## src/rtl/ram_dual_pkg.sv

```systemverilog
// Shared defaults and types for the dual-port scratch RAM.
// Consumed by ram_dual_array and ram_dual_port.
package ram_dual_pkg;

  localparam int DATA_WIDTH_DEF = 8;
  localparam int ADDR_WIDTH_DEF = 6;
  localparam int DEPTH          = 2 ** ADDR_WIDTH_DEF;

  typedef logic [DATA_WIDTH_DEF-1:0] data_t;
  typedef logic [ADDR_WIDTH_DEF-1:0] addr_t;

endpackage : ram_dual_pkg

```

## src/rtl/ram_dual_array.sv

```systemverilog
// Flop-based storage array: async-cleared words, one-hot write decode,
// and a combinational read mux that returns the contents before the edge.
module ram_dual_array
  import ram_dual_pkg::*;
#(
  parameter int DATA_WIDTH = DATA_WIDTH_DEF,
  parameter int ADDR_WIDTH = ADDR_WIDTH_DEF
) (
  input  logic                  clk,
  input  logic                  rst_n,
  input  logic                  i_we,
  input  logic [ADDR_WIDTH-1:0] i_write_addr,
  input  logic [DATA_WIDTH-1:0] i_data,
  input  logic [ADDR_WIDTH-1:0] i_read_addr,
  output logic [DATA_WIDTH-1:0] o_rdata
);

  localparam int MEM_DEPTH = 2 ** ADDR_WIDTH;

  logic [MEM_DEPTH-1:0]  w_wr_sel;
  logic [DATA_WIDTH-1:0] w_words [MEM_DEPTH];

  // Each word is its own register so every entry clears on reset.
  for (genvar gi = 0; gi < MEM_DEPTH; gi++) begin : g_word
    logic [DATA_WIDTH-1:0] r_word;

    assign w_wr_sel[gi] = i_we && (i_write_addr == ADDR_WIDTH'(gi));

    always_ff @(posedge clk or negedge rst_n) begin
      if (!rst_n) begin
        r_word <= '0;
      end else if (w_wr_sel[gi]) begin
        r_word <= i_data;
      end
    end

    assign w_words[gi] = r_word;
  end

  assign o_rdata = w_words[i_read_addr];

endmodule : ram_dual_array

```

## src/rtl/ram_dual_port.sv

```systemverilog
// Simple dual-port RAM with registered read (1-cycle latency), read-first on
// same-address collisions; RAM_DUAL_WRITE_THROUGH_EN makes collisions write-through.
module ram_dual_port
  import ram_dual_pkg::*;
#(
  parameter int DATA_WIDTH = DATA_WIDTH_DEF,
  parameter int ADDR_WIDTH = ADDR_WIDTH_DEF
) (
  input  logic                  clk,
  input  logic                  rst_n,
  input  logic [DATA_WIDTH-1:0] data,
  input  logic [ADDR_WIDTH-1:0] write_addr,
  input  logic                  we,
  input  logic [ADDR_WIDTH-1:0] read_addr,
  output logic [DATA_WIDTH-1:0] q
);

  logic [DATA_WIDTH-1:0] w_rdata;
  logic [DATA_WIDTH-1:0] w_q_next;
  logic [DATA_WIDTH-1:0] r_q;

  ram_dual_array #(
    .DATA_WIDTH (DATA_WIDTH),
    .ADDR_WIDTH (ADDR_WIDTH)
  ) u_array (
    .clk          (clk),
    .rst_n        (rst_n),
    .i_we         (we),
    .i_write_addr (write_addr),
    .i_data       (data),
    .i_read_addr  (read_addr),
    .o_rdata      (w_rdata)
  );

`ifdef RAM_DUAL_WRITE_THROUGH_EN
  logic w_bypass;

  // Forward incoming data when this edge writes the word being read.
  assign w_bypass = we && (write_addr == read_addr);
  assign w_q_next = w_bypass ? data : w_rdata;
`else
  assign w_q_next = w_rdata;
`endif

  always_ff @(posedge clk or negedge rst_n) begin
    if (!rst_n) begin
      r_q <= '0;
    end else begin
      r_q <= w_q_next;
    end
  end

  assign q = r_q;

endmodule : ram_dual_port

```

## config.mk

```make
export PLATFORM = sky130hd
export DESIGN_NAME = ram_dual_port
export DESIGN_NICKNAME = d
export VERILOG_FILES = /design/src/rtl/ram_dual_pkg.sv /design/src/rtl/ram_dual_array.sv /design/src/rtl/ram_dual_port.sv
export SDC_FILE = /design/constraint.sdc
export NUM_CORES = 1
export LEC_CHECK = 0
export BUFFER_PORTS_ARGS = -buffer_cell sky130_fd_sc_hd__buf_2
export CORE_ASPECT_RATIO = 1.2
export CORE_MARGIN = 5
export CORE_UTILIZATION = 40
export CTS_CLUSTER_DIAMETER = 120
export DETAILED_ROUTE_END_ITERATION = 7
export MAX_ROUTING_LAYER = met4
export PLACE_DENSITY = 0.52
export SETUP_SLACK_MARGIN = 0.05
export SYNTH_ARGS = -nofsm -noshare
export SYNTH_HDL_FRONTEND = slang
export SYNTH_SLANG_ARGS = --single-unit
```

## constraint.sdc

```tcl
create_clock -name clk -period 2 [get_ports clk]
set_input_delay 0.6 -clock clk [delete_from_list [all_inputs] [get_ports clk]]
set_output_delay 0.6 -clock clk [all_outputs]
set_load 0.01 [all_outputs]
```

# Word level (Yosys, flattened, before mapping)
# Cells that the tools add are included.
# word_totals
ff_bits	520
out_inout_bits	8
word_cells	198
# op_classes
n_lt_le_gt_ge	1
eq_ne	63
n_mux	3
bitwise	1
n_reduce_logical	65
# op_table
op	count
6-bit == test (second input constant)	32
6-bit by 5-bit == test with 1-bit output (second input constant)	16
1-bit logical AND	64
8-bit binary-select mux with 6-bit select	1
6-bit by 4-bit == test with 1-bit output (second input constant)	8
6-bit by 3-bit == test with 1-bit output (second input constant)	4
8-bit 2-to-1 mux	2
6-bit by 2-bit == test with 1-bit output (second input constant)	2
7-bit >= comparator (second input constant)	1
6-bit inverter with 7-bit output	1
6-bit by 1-bit == test with 1-bit output (second input constant)	1
6-bit logical NOT	1

# Depth between registers and ports, before layout
# logic_depth
word_depth	4
depth_mapped	9
mapped_depth_nobuf	5

# Hierarchy
# A second synthesis with hierarchy kept.
# unflattened
hier_cells	1517
hier_area_um2	23772.8
# modules_own_cells
module	instances	cells_each	area_per_inst_um2
ram_dual_array	1	1509	23572.6
ram_dual_port	1	8	200.2

# Least setup slack after synthesis
# Ideal clock, no wire load.
# synth_timing
path_type	input port to flip-flop
from	input port read_addr[0]
to	register r_q[7] (netlist: q[7])
arrival_ns	2.058
slack_ns	-0.179
path_stages	7
n_path_buf	3
cell_sequence	buf_6 -> buf_8 -> buf_6 -> mux4_1 -> o221ai_1 -> o21ai_0 -> a32o_1
# synth_between
elab_chain_len	4
# synth_lines
element	line	text
from (decl)	ram_dual_port.sv:14	input logic [ADDR_WIDTH-1:0] read_addr,
6-bit inverter with 7-bit output (not written as such)	ram_dual_array.sv:40	assign o_rdata = w_words[i_read_addr];
8-bit binary-select mux with 6-bit select	ram_dual_array.sv:40	
8-bit 2-to-1 mux (not written as such) (2 in a row)	ram_dual_array.sv:40	
via u_array.o_rdata[7]	ram_dual_array.sv:15	output logic [DATA_WIDTH-1:0] o_rdata
to (signal assigned)	ram_dual_port.sv:49	r_q <= w_q_next;
to (decl)	ram_dual_port.sv:20	logic [DATA_WIDTH-1:0] r_q;
# The timed path passes the listed nets, and every way through them passes these cells. The select of a mux whose other input is x is not followed.
# A chain may end at the register's enable or synchronous reset.

# Worst setup path after layout
# Ends and elaborated chain as after synthesis.

==> results.py <==
metrics = {
    "sta": {
        "worstMarginPinSlew_ns": 0.763,
        "period_needed_ns": 1.92,
        "slew_viol_final": 0,
        "post-route-period-util_pct": 95.8,
        "maxSlewHeadroom_pct": 49.1,
        "rsz0062_at_grt": "false",
        "fmax_ghz": 0.522,
        "finClkSkew_ns": 0.0242,
        "hold_violations": 0,
        "whs_ns": 0.485,
        "setup_violations": 0,
    },
    "logic_synthesis": {
        "yosys.area.top_type_share_pct": 55.0,
        "netlist_instances": 1542,
        "seq_area_frac_synth_pct": 55.0,
        "yosysWarnings": 0,
        "synth.distinct_cells": 48,
        "ys_ff_latch": 520,
        "synth.most_common_cell": "dfrtp_1",
        "synth-async-reset-ratio_pct": 100,
        "netlist_area_mm2": 0.0237,
        "synthFlopType": "dfrtp_1",
        "synth_top_cell_by_area": "dfrtp_1",
        "synth_fp_nets": 1565,
        "synth_edf_count": 0,
        "yosys-top-cells-area": "dfrtp_1 (55%), mux2_2 (24%), mux4_2 (12%)",
        "synth_commonest_cells": "dfrtp_1 (520), mux2_2 (513), mux4_2 (121)",
        "synth.avg_cell_area_um2": 15.4,
    },
    "place": {
        "dp.cells": 2486,
        "port_buffers": 30,
        "dp_hpwl_mm": 45.8,
        "gp_congestion": 0.848,
    },
    "detailed_routing": {
        "ant_nets": 0,
        "drc": 0,
        "vias": 14200,
        "drt_iter0_drc": 809,
        "viasPerCell": 5.48,
        "post_drt_wl_per_cell_um": 25.9,
        "wirelength_mm": 67.2,
        "firstDrtPassIters": 5,
    },
    "cts": {
        "clkSlewWorstSetupHoldPaths_ns": 0.06,
        "cts.sinks": 520,
        "cts_tree": "done",
        "post_cts_buffers": 0,
        "ctsLongestPathBuffers": 3,
        "cts_inserted_buffers": 56,
        "clkLatencyLatePin_ns": 0.62,
        "cts-root-buf": "clkbuf_16",
        "cts_htree_levels": 2,
    },
    "worst_setup_path": {
        "r2r_end": "q[1]",
        "path_delay_family": "compound AO/OA/AOI/OAI gates",
        "cp.arrival_ns": 2.42,
        "path_buf_inv": 3,
        "reg2reg_slack_ns": 0.14,
        "worst-r2r-cell-count": 5,
        "worstPathCellList": "buf_8 -> buf_16 -> buf_12 -> mux4_2 -> o221ai_1 -> o21ai_0 -> a32o_1",
        "start_kind": "input port",
        "crit_required_ns": 2.50,
        "crit_slowest_cell": "mux4_2",
        "crit_fanout": 13,
        "reg2reg_from": "u_array.g_word[59].r_word[1]",
        "crit_path_end_kind": "flop",
        "max_stage_delay_ns": 0.50,
        "crit_type": "in -> reg",
    },
    "die": {
        "initial_core_util_pct": 40.5,
        "die_h_um": 277,
        "core_mm2": 0.0585,
        "dieArea_mm2": 0.0642,
        "rows": 97,
        "io_pins": 31,
        "die_w_um": 232,
    },
    "global_routing": {
        "grt_max_degree": 75,
        "antenna_found_initial": 3,
        "overflow": 0,
        "grt_usage_pct": 21.9,
        "grt_pass1_wl_mm": 103,
        "first_global_vias": 15400,
    },
    "outcome": {
        "status": "finished clean",
    },
    "power": {
        "ir_drop_v": 0.000641,
        "power.total_mw": 27.2,
        "pwr_density_cell_mw_per_mm2": 931,
        "leakage_nw": 13.5,
    },
    "layout": {
        "fillers": 5104,
        "multi_input_area_mm2": 0.0102,
        "seqCellArea_mm2": 0.0130,
        "final_util_pct": 50.0,
        "syn_to_final_growth_pct": 23.6,
        "stdcell_count": 2595,
        "drive_gt1_share_pct": 57.3,
        "nNetsFinal": 1776,
    },
    "flow_run": {
        "cap_violations": 0,
    },
    "hold_path": {
        "worstHoldPathType": "in -> async",
    },
}
[state kept, by name (all words and copies together) (netlist names)]
signal	cells
u_array.g_word.r_word	512
q	8
[through the flow]
stage | setup slack, ns | TNS [ns] | instance area, um^2
5_1_grt | 0.0509 | 0 | 29300
6_report | 0.0836 | 0 | 29300
2_1_floorplan | -0.0859 | -0.578 | 23900
3_3_place_gp | -0.586 | -40.88 | 27300
3_5_place_dp | -0.576 | -48.58 | 27300
4_1_cts | 0.0902 | 0 | 29200
[worst register-to-register path, cell delays in order (launching register included)]
cell     delay [ns]
dfrtp_1        0.39
mux4_2         0.45
mux4_2         0.47
and2_1         0.22
o21ai_1        0.14
o21ai_1        0.08
[area by class of cell]
| class | instances | share of cell area [%] |
|---|---|---|
| Tap cell | 792 | 3.39 |
| Clock inverter | 23 | 0.979 |
| Clock buffer | 82 | 5.64 |
| Sequential cell | 520 | 44.5 |
| Antenna cell | 3 | 0.0257 |
| Multi-Input combinational cell | 906 | 35.0 |
| Inverter | 2 | 0.0257 |
| Timing Repair Buffer | 267 | 10.5 |
[worst max-delay path by stage]
stage,start,end,cells past startpoint
after floorplan,read_addr[0],q[7],7
after global placement,read_addr[0],q[2],8
after detailed placement,read_addr[0],q[2],8
after CTS,u_array.g_word[61].r_word[1],q[1],5
after global routing,read_addr[0],q[7],7
final,read_addr[0],q[7],7
[layer usage]
metal,up-vias,track usage [%],wire length (um)
li1,6187,-,-
met1,7664,29.3,29100
met2,258,35.4,33700
met3,105,2.89,2470
met4,0,6.32,1980
met5,-,-,0
[layout by cell type (no fill, tap or decap), types with 3 or more instances in the layout]
| cell type | count |
|---|---|
| clkbuf_1 | 12 |
| or2_2 | 8 |
| nand3_1 | 6 |
| nor2_1 | 29 |
| mux2i_1 | 8 |
| nand2b_1 | 11 |
| nand2_2 | 4 |
| o21ai_0 | 11 |
| nor2_4 | 17 |
| mux2_2 | 512 |
| a2111oi_0 | 4 |
| o21ai_1 | 5 |
| nand3b_1 | 5 |
| o221ai_1 | 6 |
| clkinv_2 | 10 |
| diode_2 | 3 |
| a22oi_1 | 11 |
| mux4_2 | 123 |
| buf_2 | 27 |
| bufinv_16 | 6 |
| dfrtp_1 | 520 |
| clkinvlp_4 | 4 |
| nor2b_1 | 7 |
| buf_4 | 148 |
| nand2_1 | 60 |
| nor3_1 | 12 |
| buf_12 | 87 |
| clkbuf_16 | 57 |
| clkbuf_8 | 13 |
| a21oi_1 | 7 |
| o22ai_1 | 28 |
[logic make-up after synthesis]
group	share of synthesized area (%)
AO/OA/AOI/OAI	2.46
buffers and inverters	2.26
flip-flops	55.0
multiplexers	36.8
AND/OR/NAND/NOR	3.55
[power by group]
part / leakage (nW) / switching [mW] / internal [mW] / total [mW]
combinational: 5.69 / 1.63 / 2.16 / 3.79
clock: 0.948 / 4.33 / 6.49 / 10.8
sequential: 6.91 / 0.722 / 11.9 / 12.6
[what timing repair did]
item	CTS	global route
gates resized for setup	0	6
endpoints found under the hold margin	10	0
hold buffers	1	0
setup endpoints to repair	0	3
Power figures use the tool's default switching activity.
